**src/rtl/fp16_pkg.sv**
```systemverilog
// Shared half-precision definitions: field widths, special encodings,
// divider state codes and the per-operand classification record.
package fp16_pkg;

    localparam int EXP_W  = 5;
    localparam int FRAC_W = 10;
    localparam int BIAS   = 15;

    localparam logic [15:0] QNAN    = 16'h7E00;
    localparam logic [15:0] POS_INF = 16'h7C00;

    typedef logic [1:0] state_t;
    localparam state_t ST_IDLE = 2'd0;
    localparam state_t ST_DIV  = 2'd1;
    localparam state_t ST_NORM = 2'd2;
    localparam state_t ST_DONE = 2'd3;

    typedef struct packed {
        logic              zero;
        logic              sub;
        logic              inf;
        logic              nan;
        logic              sign;
        logic [EXP_W-1:0]  exp;
        logic [FRAC_W:0]   sig;
    } fp_class_t;

    typedef struct packed {
        logic overflow;
        logic zero;
        logic nan;
        logic lost;
    } fp_flags_t;

endpackage

```
**src/rtl/fp16_classify.sv**
```systemverilog
// Decodes one fp16 operand into zero/subnormal/inf/nan flags plus the
// significand with its hidden bit; subnormals decode as zero.
module fp16_classify
    import fp16_pkg::*;
(
    input  logic [15:0] op,
    output fp_class_t   cls
);

    logic [EXP_W-1:0]  e_s;
    logic [FRAC_W-1:0] f_s;

    assign e_s = op[14:10];
    assign f_s = op[9:0];

    // Field decode.
    always_comb begin
        cls.sign = op[15];
        cls.exp  = e_s;
        cls.zero = (e_s == 5'd0);
        cls.sub  = (e_s == 5'd0) && (f_s != 10'd0);
        cls.inf  = (e_s == 5'd31) && (f_s == 10'd0);
        cls.nan  = (e_s == 5'd31) && (f_s != 10'd0);
        if (e_s == 5'd0) begin
            cls.sig = 11'd0;
        end else begin
            cls.sig = {1'b1, f_s};
        end
    end

endmodule

```
**src/rtl/fp16_divider.sv**
```systemverilog
// Sequential fp16 divider: special operands resolve in one cycle, normal
// operands run a one-bit-per-cycle restoring division followed by a pack step.
module fp16_divider
    import fp16_pkg::*;
#(
    parameter int QBITS = 13
) (
    input  logic        clk,
    input  logic        rst_n,
    input  logic        in_valid,
    output logic        in_ready,
    input  logic [15:0] num1,
    input  logic [15:0] num2,
    output logic        out_valid,
    input  logic        out_ready,
    output logic [15:0] result,
    output logic        overflow,
    output logic        zero,
    output logic        NaN,
    output logic        precisionLost
);

    fp_class_t c1_s, c2_s;

    fp16_classify u_cls1 (.op(num1), .cls(c1_s));
    fp16_classify u_cls2 (.op(num2), .cls(c2_s));

    state_t            state_q, state_d;
    logic [11:0]       rem_q, rem_d;
    logic [10:0]       div_q, div_d;
    logic [QBITS-1:0]  q_q, q_d;
    logic [3:0]        cnt_q, cnt_d;
    logic [6:0]        exp_q, exp_d;
    logic              sign_q, sign_d;
    logic [15:0]       result_q, result_d;
    fp_flags_t         flags_q, flags_d;

    logic              ge_s;
    logic [10:0]       trial_s;
    logic              sgn_s;
    logic              lost_s;
    logic [6:0]        exp_adj_s;
    logic [9:0]        frac_s;

    // Next-state, datapath iteration and result packing.
    always_comb begin
        state_d   = state_q;
        rem_d     = rem_q;
        div_d     = div_q;
        q_d       = q_q;
        cnt_d     = cnt_q;
        exp_d     = exp_q;
        sign_d    = sign_q;
        result_d  = result_q;
        flags_d   = flags_q;
        sgn_s     = c1_s.sign ^ c2_s.sign;
        ge_s      = (rem_q >= {1'b0, div_q});
        // When ge_s holds the true difference is below the divisor, so 11 bits suffice.
        trial_s   = rem_q[10:0] - div_q;
        exp_adj_s = 7'd0;
        frac_s    = 10'd0;
        lost_s    = 1'b0;

        case (state_q)
            ST_IDLE: begin
                if (in_valid) begin
                    if (c1_s.nan || c2_s.nan || (c1_s.zero && c2_s.zero) ||
                        (c1_s.inf && c2_s.inf)) begin
                        result_d = QNAN;
                        flags_d  = {1'b0, 1'b0, 1'b1, 1'b0};
                        state_d  = ST_DONE;
                    end else if (c2_s.zero) begin
                        result_d = {sgn_s, POS_INF[14:0]};
                        flags_d  = {1'b1, 1'b0, 1'b0, c1_s.sub | c2_s.sub};
                        state_d  = ST_DONE;
                    end else if (c1_s.inf) begin
                        result_d = {sgn_s, POS_INF[14:0]};
                        flags_d  = {1'b0, 1'b0, 1'b0, c1_s.sub | c2_s.sub};
                        state_d  = ST_DONE;
                    end else if (c1_s.zero || c2_s.inf) begin
                        result_d = {sgn_s, 15'd0};
                        flags_d  = {1'b0, 1'b1, 1'b0, c1_s.sub | c2_s.sub};
                        state_d  = ST_DONE;
                    end else begin
                        rem_d   = {1'b0, c1_s.sig};
                        div_d   = c2_s.sig;
                        q_d     = '0;
                        cnt_d   = 4'd0;
                        exp_d   = {2'b00, c1_s.exp} - {2'b00, c2_s.exp} + 7'(BIAS);
                        sign_d  = sgn_s;
                        state_d = ST_DIV;
                    end
                end else begin
                    state_d = ST_IDLE;
                end
            end
            ST_DIV: begin
                q_d = {q_q[QBITS-2:0], ge_s};
                if (ge_s) begin
                    rem_d = {trial_s, 1'b0};
                end else begin
                    rem_d = {rem_q[10:0], 1'b0};
                end
                cnt_d = cnt_q + 4'd1;
                if (cnt_q == 4'(QBITS - 1)) begin
                    state_d = ST_NORM;
                end else begin
                    state_d = ST_DIV;
                end
            end
            ST_NORM: begin
                if (q_q[QBITS-1]) begin
                    exp_adj_s = exp_q;
                    frac_s    = q_q[QBITS-2 -: 10];
                    lost_s    = (|q_q[1:0]) | (rem_q != 12'd0);
                end else begin
                    exp_adj_s = exp_q - 7'd1;
                    frac_s    = q_q[QBITS-3 -: 10];
                    lost_s    = q_q[0] | (rem_q != 12'd0);
                end
                if ($signed(exp_adj_s) >= 7'sd31) begin
                    result_d = {sign_q, POS_INF[14:0]};
                    flags_d  = {1'b1, 1'b0, 1'b0, lost_s};
                end else if ($signed(exp_adj_s) <= 7'sd0) begin
                    result_d = {sign_q, 15'd0};
                    flags_d  = {1'b0, 1'b1, 1'b0, 1'b1};
                end else begin
                    result_d = {sign_q, exp_adj_s[4:0], frac_s};
                    flags_d  = {1'b0, 1'b0, 1'b0, lost_s};
                end
                state_d = ST_DONE;
            end
            ST_DONE: begin
                if (out_ready) begin
                    state_d = ST_IDLE;
                end else begin
                    state_d = ST_DONE;
                end
            end
            default: begin
                state_d = ST_IDLE;
            end
        endcase
    end

    // State and datapath registers.
    always_ff @(posedge clk or negedge rst_n) begin
        if (!rst_n) begin
            state_q  <= ST_IDLE;
            rem_q    <= 12'd0;
            div_q    <= 11'd0;
            q_q      <= '0;
            cnt_q    <= 4'd0;
            exp_q    <= 7'd0;
            sign_q   <= 1'b0;
            result_q <= 16'd0;
            flags_q  <= 4'd0;
        end else begin
            state_q  <= state_d;
            rem_q    <= rem_d;
            div_q    <= div_d;
            q_q      <= q_d;
            cnt_q    <= cnt_d;
            exp_q    <= exp_d;
            sign_q   <= sign_d;
            result_q <= result_d;
            flags_q  <= flags_d;
        end
    end

    assign in_ready      = (state_q == ST_IDLE);
    assign out_valid     = (state_q == ST_DONE);
    assign result        = result_q;
    assign overflow      = flags_q.overflow;
    assign zero          = flags_q.zero;
    assign NaN           = flags_q.nan;
    assign precisionLost = flags_q.lost;

endmodule
```
**config.mk**
```make
export PLATFORM = sky130hd
export DESIGN_NAME = fp16_divider
export DESIGN_NICKNAME = d
export VERILOG_FILES = /design/src/rtl/fp16_pkg.sv /design/src/rtl/fp16_classify.sv /design/src/rtl/fp16_divider.sv
export SDC_FILE = /design/constraint.sdc
export NUM_CORES = 1
export LEC_CHECK = 0
export CORE_AREA = 2 2 97 99
export CTS_CLUSTER_DIAMETER = 150
export DETAILED_ROUTE_END_ITERATION = 10
export DIE_AREA = 0 0 99 101
export PLACE_DENSITY_LB_ADDON = 0.1
export SYNTH_ARGS = -nofsm -noshare
export SYNTH_HDL_FRONTEND = slang
export SYNTH_SLANG_ARGS = --single-unit
```
**constraint.sdc**
```tcl
create_clock -name clk -period 2.1 [get_ports clk]
set_input_delay 0.315 -clock clk [delete_from_list [all_inputs] [get_ports clk]]
set_output_delay 0.315 -clock clk [all_outputs]
set_load 0.01 [all_outputs]
```
==> impl_metrics.ini, run 1 <==
[finish]
syn2layout_area_growth_pct = 41.9
diodes = 0
final_cells = 728
finish.instance_area_um2 = 6150
nNetsFinal = 670
drive_gt1_frac = 0.271

[synthesis]
async_flop_share = 1.00
ys_warn_count = 0
yosysTopAreaCellShare = 0.404
synth_enable_flop_cells = 0
postSynthAreaPerCell_um2 = 9.16
synth.distinct_cells = 54
ys_seq_elements = 70
syn_inst = 473
synth_most_common_cell = dfrtp_1
seq_area_frac_synth = 0.404
yosysTopAreaCell = dfrtp_1
synth_area_um2 = 4330
syn-num-nets = 531
synthTopCellsByCount = dfrtp_1, nand2_1, o21ai_0
synth_flop_cell = dfrtp_1
synth_area_leaders = dfrtp_1, ha_1, nand2_1

[sta]
layout_setup_ws_ns = -0.132
max_freq_ghz = 0.448
setup_viol = 10
finalHoldViolCount = 0
period_share = 1.06
worst_pin_slew_ns = 0.541
fin_crit_ns = 2.23
fin_worst_skew_ns = 0.0117
worst_slew_margin_rel = 0.630
drv_slew = 0
rsz0062_at_grt = yes

[floorplan]
ios = 58
core-area_um2 = 8980
die_h_um = 101
std_cell_rows = 35
dieArea_um2 = 10000
start_util = 0.483
dieWidth_um = 99

[route]
drt.antenna.violating_nets = 0
drt_pass1_iterations = 4
vias = 4051
viasPerCell = 5.56
drcViolationCount = 0
finalWirelength_um = 11700
drt-initial-drc-count = 103
wl_per_cell_um = 16.0

[setup_path]
path_max_fanout = 6
criticalPathCategory = reg -> reg
required_ns = 2.34
worstSetupStartpointType = flop
cp.arrival_ns = 2.47
critPathCaptureType = flop

[pwr]
leakagePower_nw = 2.69
peakVddDrop_mv = 0.991
pwr_density_cell_nw_per_um2 = 1620

[clock_network]
clk_path_buf_depth = 2
clk_latency_ns = 0.35
root_buffer = clkbuf_8
cts_buffers = 9
numClockSinks = 70
cts_tree = built
cts.htree.levels = 3
clk_pin_slew_ns = 0.09

[global_routing]
track_usage = 0.230
grt_overflow = 0
grt_pass1_wl_um = 18300
antenna_found_initial = 0
grt_max_degree = 71
grt_pass1_vias = 3882

[placement]
dp.final_hpwl_um = 8660
numPortBuffers = 57
gp_congestion = 0.893
place_inst = 705
placed_area_um2 = 5590

[min_path]
hp-class = reg -> reg

[outcome]
violations = setup timing
outcome = complete, but fails checks

[flow_run]
drv_cap = 0
-- logic make-up (layout without fill, tap and decap cells) --
| group | after synthesis | in the layout | share of synthesized area |
|---|---|---|---|
| AOI/OAI and AO/OA | 125 | 126 | 0.193 |
| xor gates and xnor gates | 21 | 21 | 0.0425 |
| adders and majority gates | 22 | 22 | 0.0670 |
| buffers and inverters | 46 | 189 | 0.0439 |
| DFF | 70 | 70 | 0.404 |
| muxes | 26 | 26 | 0.0638 |
| and+or+nand+nor | 163 | 163 | 0.185 |
-- cell type report --
| type | instances | area [um^2] |
|---|---|---|
| clock buffers | 9 | 124 |
| multi-input cells | 358 | 2680 |
| fillers | 710 | 2830 |
| inverters | 29 | 109 |
| repair buffers | 144 | 1250 |
| well taps | 111 | 139 |
| flip-flops and latches | 70 | 1750 |
| clock inverters | 7 | 103 |
-- worst paths after layout --
| check | to | depth (start not counted) | start | slack [ns] |
|---|---|---|---|---|
| worst max-delay path | rem_q[6] | 10 | rem_q[0] | -0.13 |
| worst min-delay path | div_q[10] | 2 | div_q[10] | 0.46 |
| worst max register to register | rem_q[6] | 10 | rem_q[0] | -0.13 |
| worst min register to register | div_q[10] | 2 | div_q[10] | 0.46 |
| max in group asynchronous | q_q[12] | 3 | rst_n | 1.27 |
| min in group asynchronous | result[11] | 3 | rst_n | 0.52 |
-- routing by layer --
layer,vias to the layer above,global-route usage,share of wire
met3,26,0.0361,0.033
met5,-,0,0
li1,1971,-,-
met4,0,0.0864,0.036
met1,1949,0.296,0.44
met2,105,0.393,0.49
-- report_power, final --
part           internal (W)  switching (W)  total (W)
clock network      0.000686       0.000584    0.00127
logic               0.00307        0.00314    0.00621
registers           0.00197       0.000531    0.00250
-- sequential cells by signal (all words and copies together) (netlist names), 2 cells and up --
name / count
exp_q: 7
result: 16
q_q: 13
rem_q: 12
state_q: 2
div_q: 11
cnt_q: 4
-- worst max-delay path, cell delays in order, from the launching register on --
cell and delay [ns]:
dfrtp_1 0.37, inv_2 0.06, ha_4 0.16, fa_2 0.35, nand2b_4 0.17, a211oi_4 0.30
o311ai_4 0.15, a21oi_2 0.20, buf_6 0.16, o2bb2ai_1 0.13, nor3_1 0.06
-- timing repair --
item                       in CTS  in global routing
gates resized for setup        13                 41
hold buffers                    1                  0
setup endpoints to repair      18                 33
buffers inserted                1                  4
pin swaps                       4                 15
hold endpoints to repair       42                  0
gates cloned                    0                  1
-- cells in the final DEF (no fill, tap or decap), types with 7 or more instances in the layout --
master / n
o21ai_1: 12
mux2_2: 13
clkdlybuf4s50_1: 54
clkbuf_8: 9
nor2_1: 25
dfrtp_1: 69
nand2b_1: 9
mux2i_1: 13
xnor2_1: 10
nand3_1: 10
nor3_1: 13
ha_1: 15
o21ai_0: 32
inv_1: 26
nand2_1: 65
a21oi_1: 19
a211oi_1: 9
a21o_1: 7
buf_4: 83
nor4_1: 7
-- metrics by stage --
step	hold WS, ns	util	setup slack, ns	setup TNS, ns	power [W]
final	0.456	0.685	-0.132	-1.03	0.00999
after global routing	0.496	0.685	-0.209	-2.59	0.0107
after CTS	0.458	0.658	-0.0921	-0.629	0.00940
after detailed placement	0.372	0.623	-0.419	-9.28	0.00788
after global placement	0.373	0.623	-0.287	-6.83	0.00774
after floorplan	0.0194	-	-0.0262	-0.128	0.00575
Power figures use the tool's default switching activity.
==> run 2: changes to the inputs <==
--- a/config.mk
+++ b/config.mk
@@ -5,10 +5,10 @@
 export SDC_FILE = /design/constraint.sdc
 export NUM_CORES = 1
 export LEC_CHECK = 0
-export CORE_AREA = 2 2 97 99
+export CORE_AREA = 2 2 135 71
 export CTS_CLUSTER_DIAMETER = 150
 export DETAILED_ROUTE_END_ITERATION = 10
-export DIE_AREA = 0 0 99 101
+export DIE_AREA = 0 0 137 73
 export PLACE_DENSITY_LB_ADDON = 0.1
 export SYNTH_ARGS = -nofsm -noshare
 export SYNTH_HDL_FRONTEND = slang
==> constraint.sdc (replaced) <==
create_clock -name clk -period 2.1 [get_ports clk]
set_input_delay 0.315 -clock clk [delete_from_list [all_inputs] [get_ports clk]]
set_output_delay 0.315 -clock clk [all_outputs]
set_load 0.02 [all_outputs]
==> impl_metrics.ini, run 2 (same netlist as run 1, synthesis figures left out) <==
[sta]
finalHoldViolCount = 0
tns_ns = -2.22
setup_viol = 12
fin_crit_ns = 2.36
worst_slew_margin_rel = 0.648
fin_worst_skew_ns = 0.00796
holdWs_ns = 0.477
max_freq_ghz = 0.424
period_share = 1.12
drv_slew = 0
rsz0062_at_grt = yes
layout_setup_ws_ns = -0.260
worst_pin_slew_ns = 0.528

[outcome]
violations = setup timing
outcome = complete, but fails checks

[flow_run]
drv_cap = 0

[setup_path]
regToRegSetupSlack_ns = -0.26
worstSetupStartpointType = flop
critPathCaptureType = flop
critPathLaunch = div_q[0]
cp.arrival_ns = 2.57
slowest_delay_ns = 0.45
worst_r2r_path_depth = 9
cpLargestDelayFamily = compound AO/OA/AOI/OAI gates
cp.depth = 9
reg2reg_from = div_q[0]
cp_cell_sequence = ha_4 > fa_2 > nand2b_4 > a211oi_4 > o311ai_4 > a21oi_2 > buf_6 > o2bb2ai_1 > nor3_2
required_ns = 2.31
r2r_end = rem_q[1]
cpMaxStageDelayCell = dfrtp_2
path_max_fanout = 8
endpoint = rem_q[1]
criticalPathCategory = reg -> reg
worstPathBufferInverterCount = 1

[pwr]
leakagePower_nw = 2.77
peakVddDrop_mv = 0.804
pwr_density_cell_nw_per_um2 = 1720

[clock_network]
cts.htree.levels = 3
cts_buffers = 9
cts_tree = built
clk_latency_ns = 0.34
root_buffer = clkbuf_16
clk_path_buf_depth = 2
numClockSinks = 70
clk_pin_slew_ns = 0.06

[finish]
finish.instance_area_um2 = 6240
syn2layout_area_growth_pct = 44.0
final_common_cell = buf_4
largest_reg_flops = 16
nNetsFinal = 676
drive_gt1_frac = 0.283
final_core_util = 0.692
diodes = 0
final_cell_mix = buf_4, dfrtp_1, nand2_1

[route]
drt-initial-drc-count = 309
drt.antenna.violating_nets = 0
drt_pass1_iterations = 5
wl_per_cell_um = 18.1
finalWirelength_um = 13400
routed-wl-met2_um = 5490
drcViolationCount = 0
met3_length_um = 1050
topRoutingLayerUsed = met4
vias = 4236
m1WireLength_um = 6690
viasPerCell = 5.72

[placement]
dp.final_hpwl_um = 9750
placed_area_um2 = 5610
numPortBuffers = 57
gp_congestion = 0.979

[floorplan]
ios = 58
dieArea_um2 = 10000
std_cell_rows = 25
core-area_um2 = 9010
die_h_um = 73
start_util = 0.481
dieWidth_um = 137

[min_path]
hp-class = reg -> reg

[global_routing]
antenna_found_initial = 1
grt_pass1_vias = 4002
grt_max_degree = 51
grt_overflow = 0
grt_pass1_wl_um = 21100
track_usage = 0.280
## run 2: final cells by class
cell class | count | area [um^2]
multi-input cells | 358 | 2660
clock inverters | 2 | 12.5
fillers | 659 | 2770
clock buffers | 10 | 239
inverters | 29 | 109
flip-flops and latches | 70 | 1760
well taps | 121 | 151
repair buffers | 150 | 1310
## run 2: where the power goes
group          internal [W]  switching (W)
clock              0.000801       0.000543
combinational       0.00324        0.00355
sequential          0.00199       0.000578
total               0.00603        0.00468
## run 2: per-layer routing
layer / vias up / track usage
met5: - / 0
met4: 0 / 0.0676
met3: 23 / 0.0736
met2: 167 / 0.388
met1: 2059 / 0.428
li1: 1987 / -
## run 2: how the worst min path moves through the flow
stage / startpoint / endpoint / slack (ns) / depth (start not counted)
2_1_floorplan: rst_n / NaN / 0.02 / 0
3_3_place_gp: rst_n / result[10] / 0.31 / 1
3_5_place_dp: rst_n / result[12] / 0.32 / 1
4_1_cts: div_q[10] / div_q[10] / 0.48 / 2
5_1_grt: result[10] / result[10] / 0.51 / 2
6_report: result[10] / result[10] / 0.48 / 2
## run 2: per-stage QoR
stage / setup slack [ns] / power (W) / instances
2_1_floorplan: -0.0262 / 0.00589 / 473
4_1_cts: -0.112 / 0.0100 / 734
5_1_grt: -0.314 / 0.0114 / 740
3_5_place_dp: -0.366 / 0.00827 / 716
6_report: -0.260 / 0.0107 / 740
3_3_place_gp: -0.314 / 0.00813 / 716
## run 2: worst min-delay path, cell delays in order, from the launching register on
cell and delay [ns]:
dfrtp_1 0.34, nand2_1 0.05, o21ai_0 0.06
## run 2: timing repair
action / 4_1_cts / 5_1_grt
resized for setup: 16 / 44
gates cloned: 0 / 1
pin swaps: 6 / 17
endpoints found under the setup margin: 29 / 51
hold buffers: 1 / 0
setup buffers: 5 / 6
endpoints found under the hold margin: 20 / 0
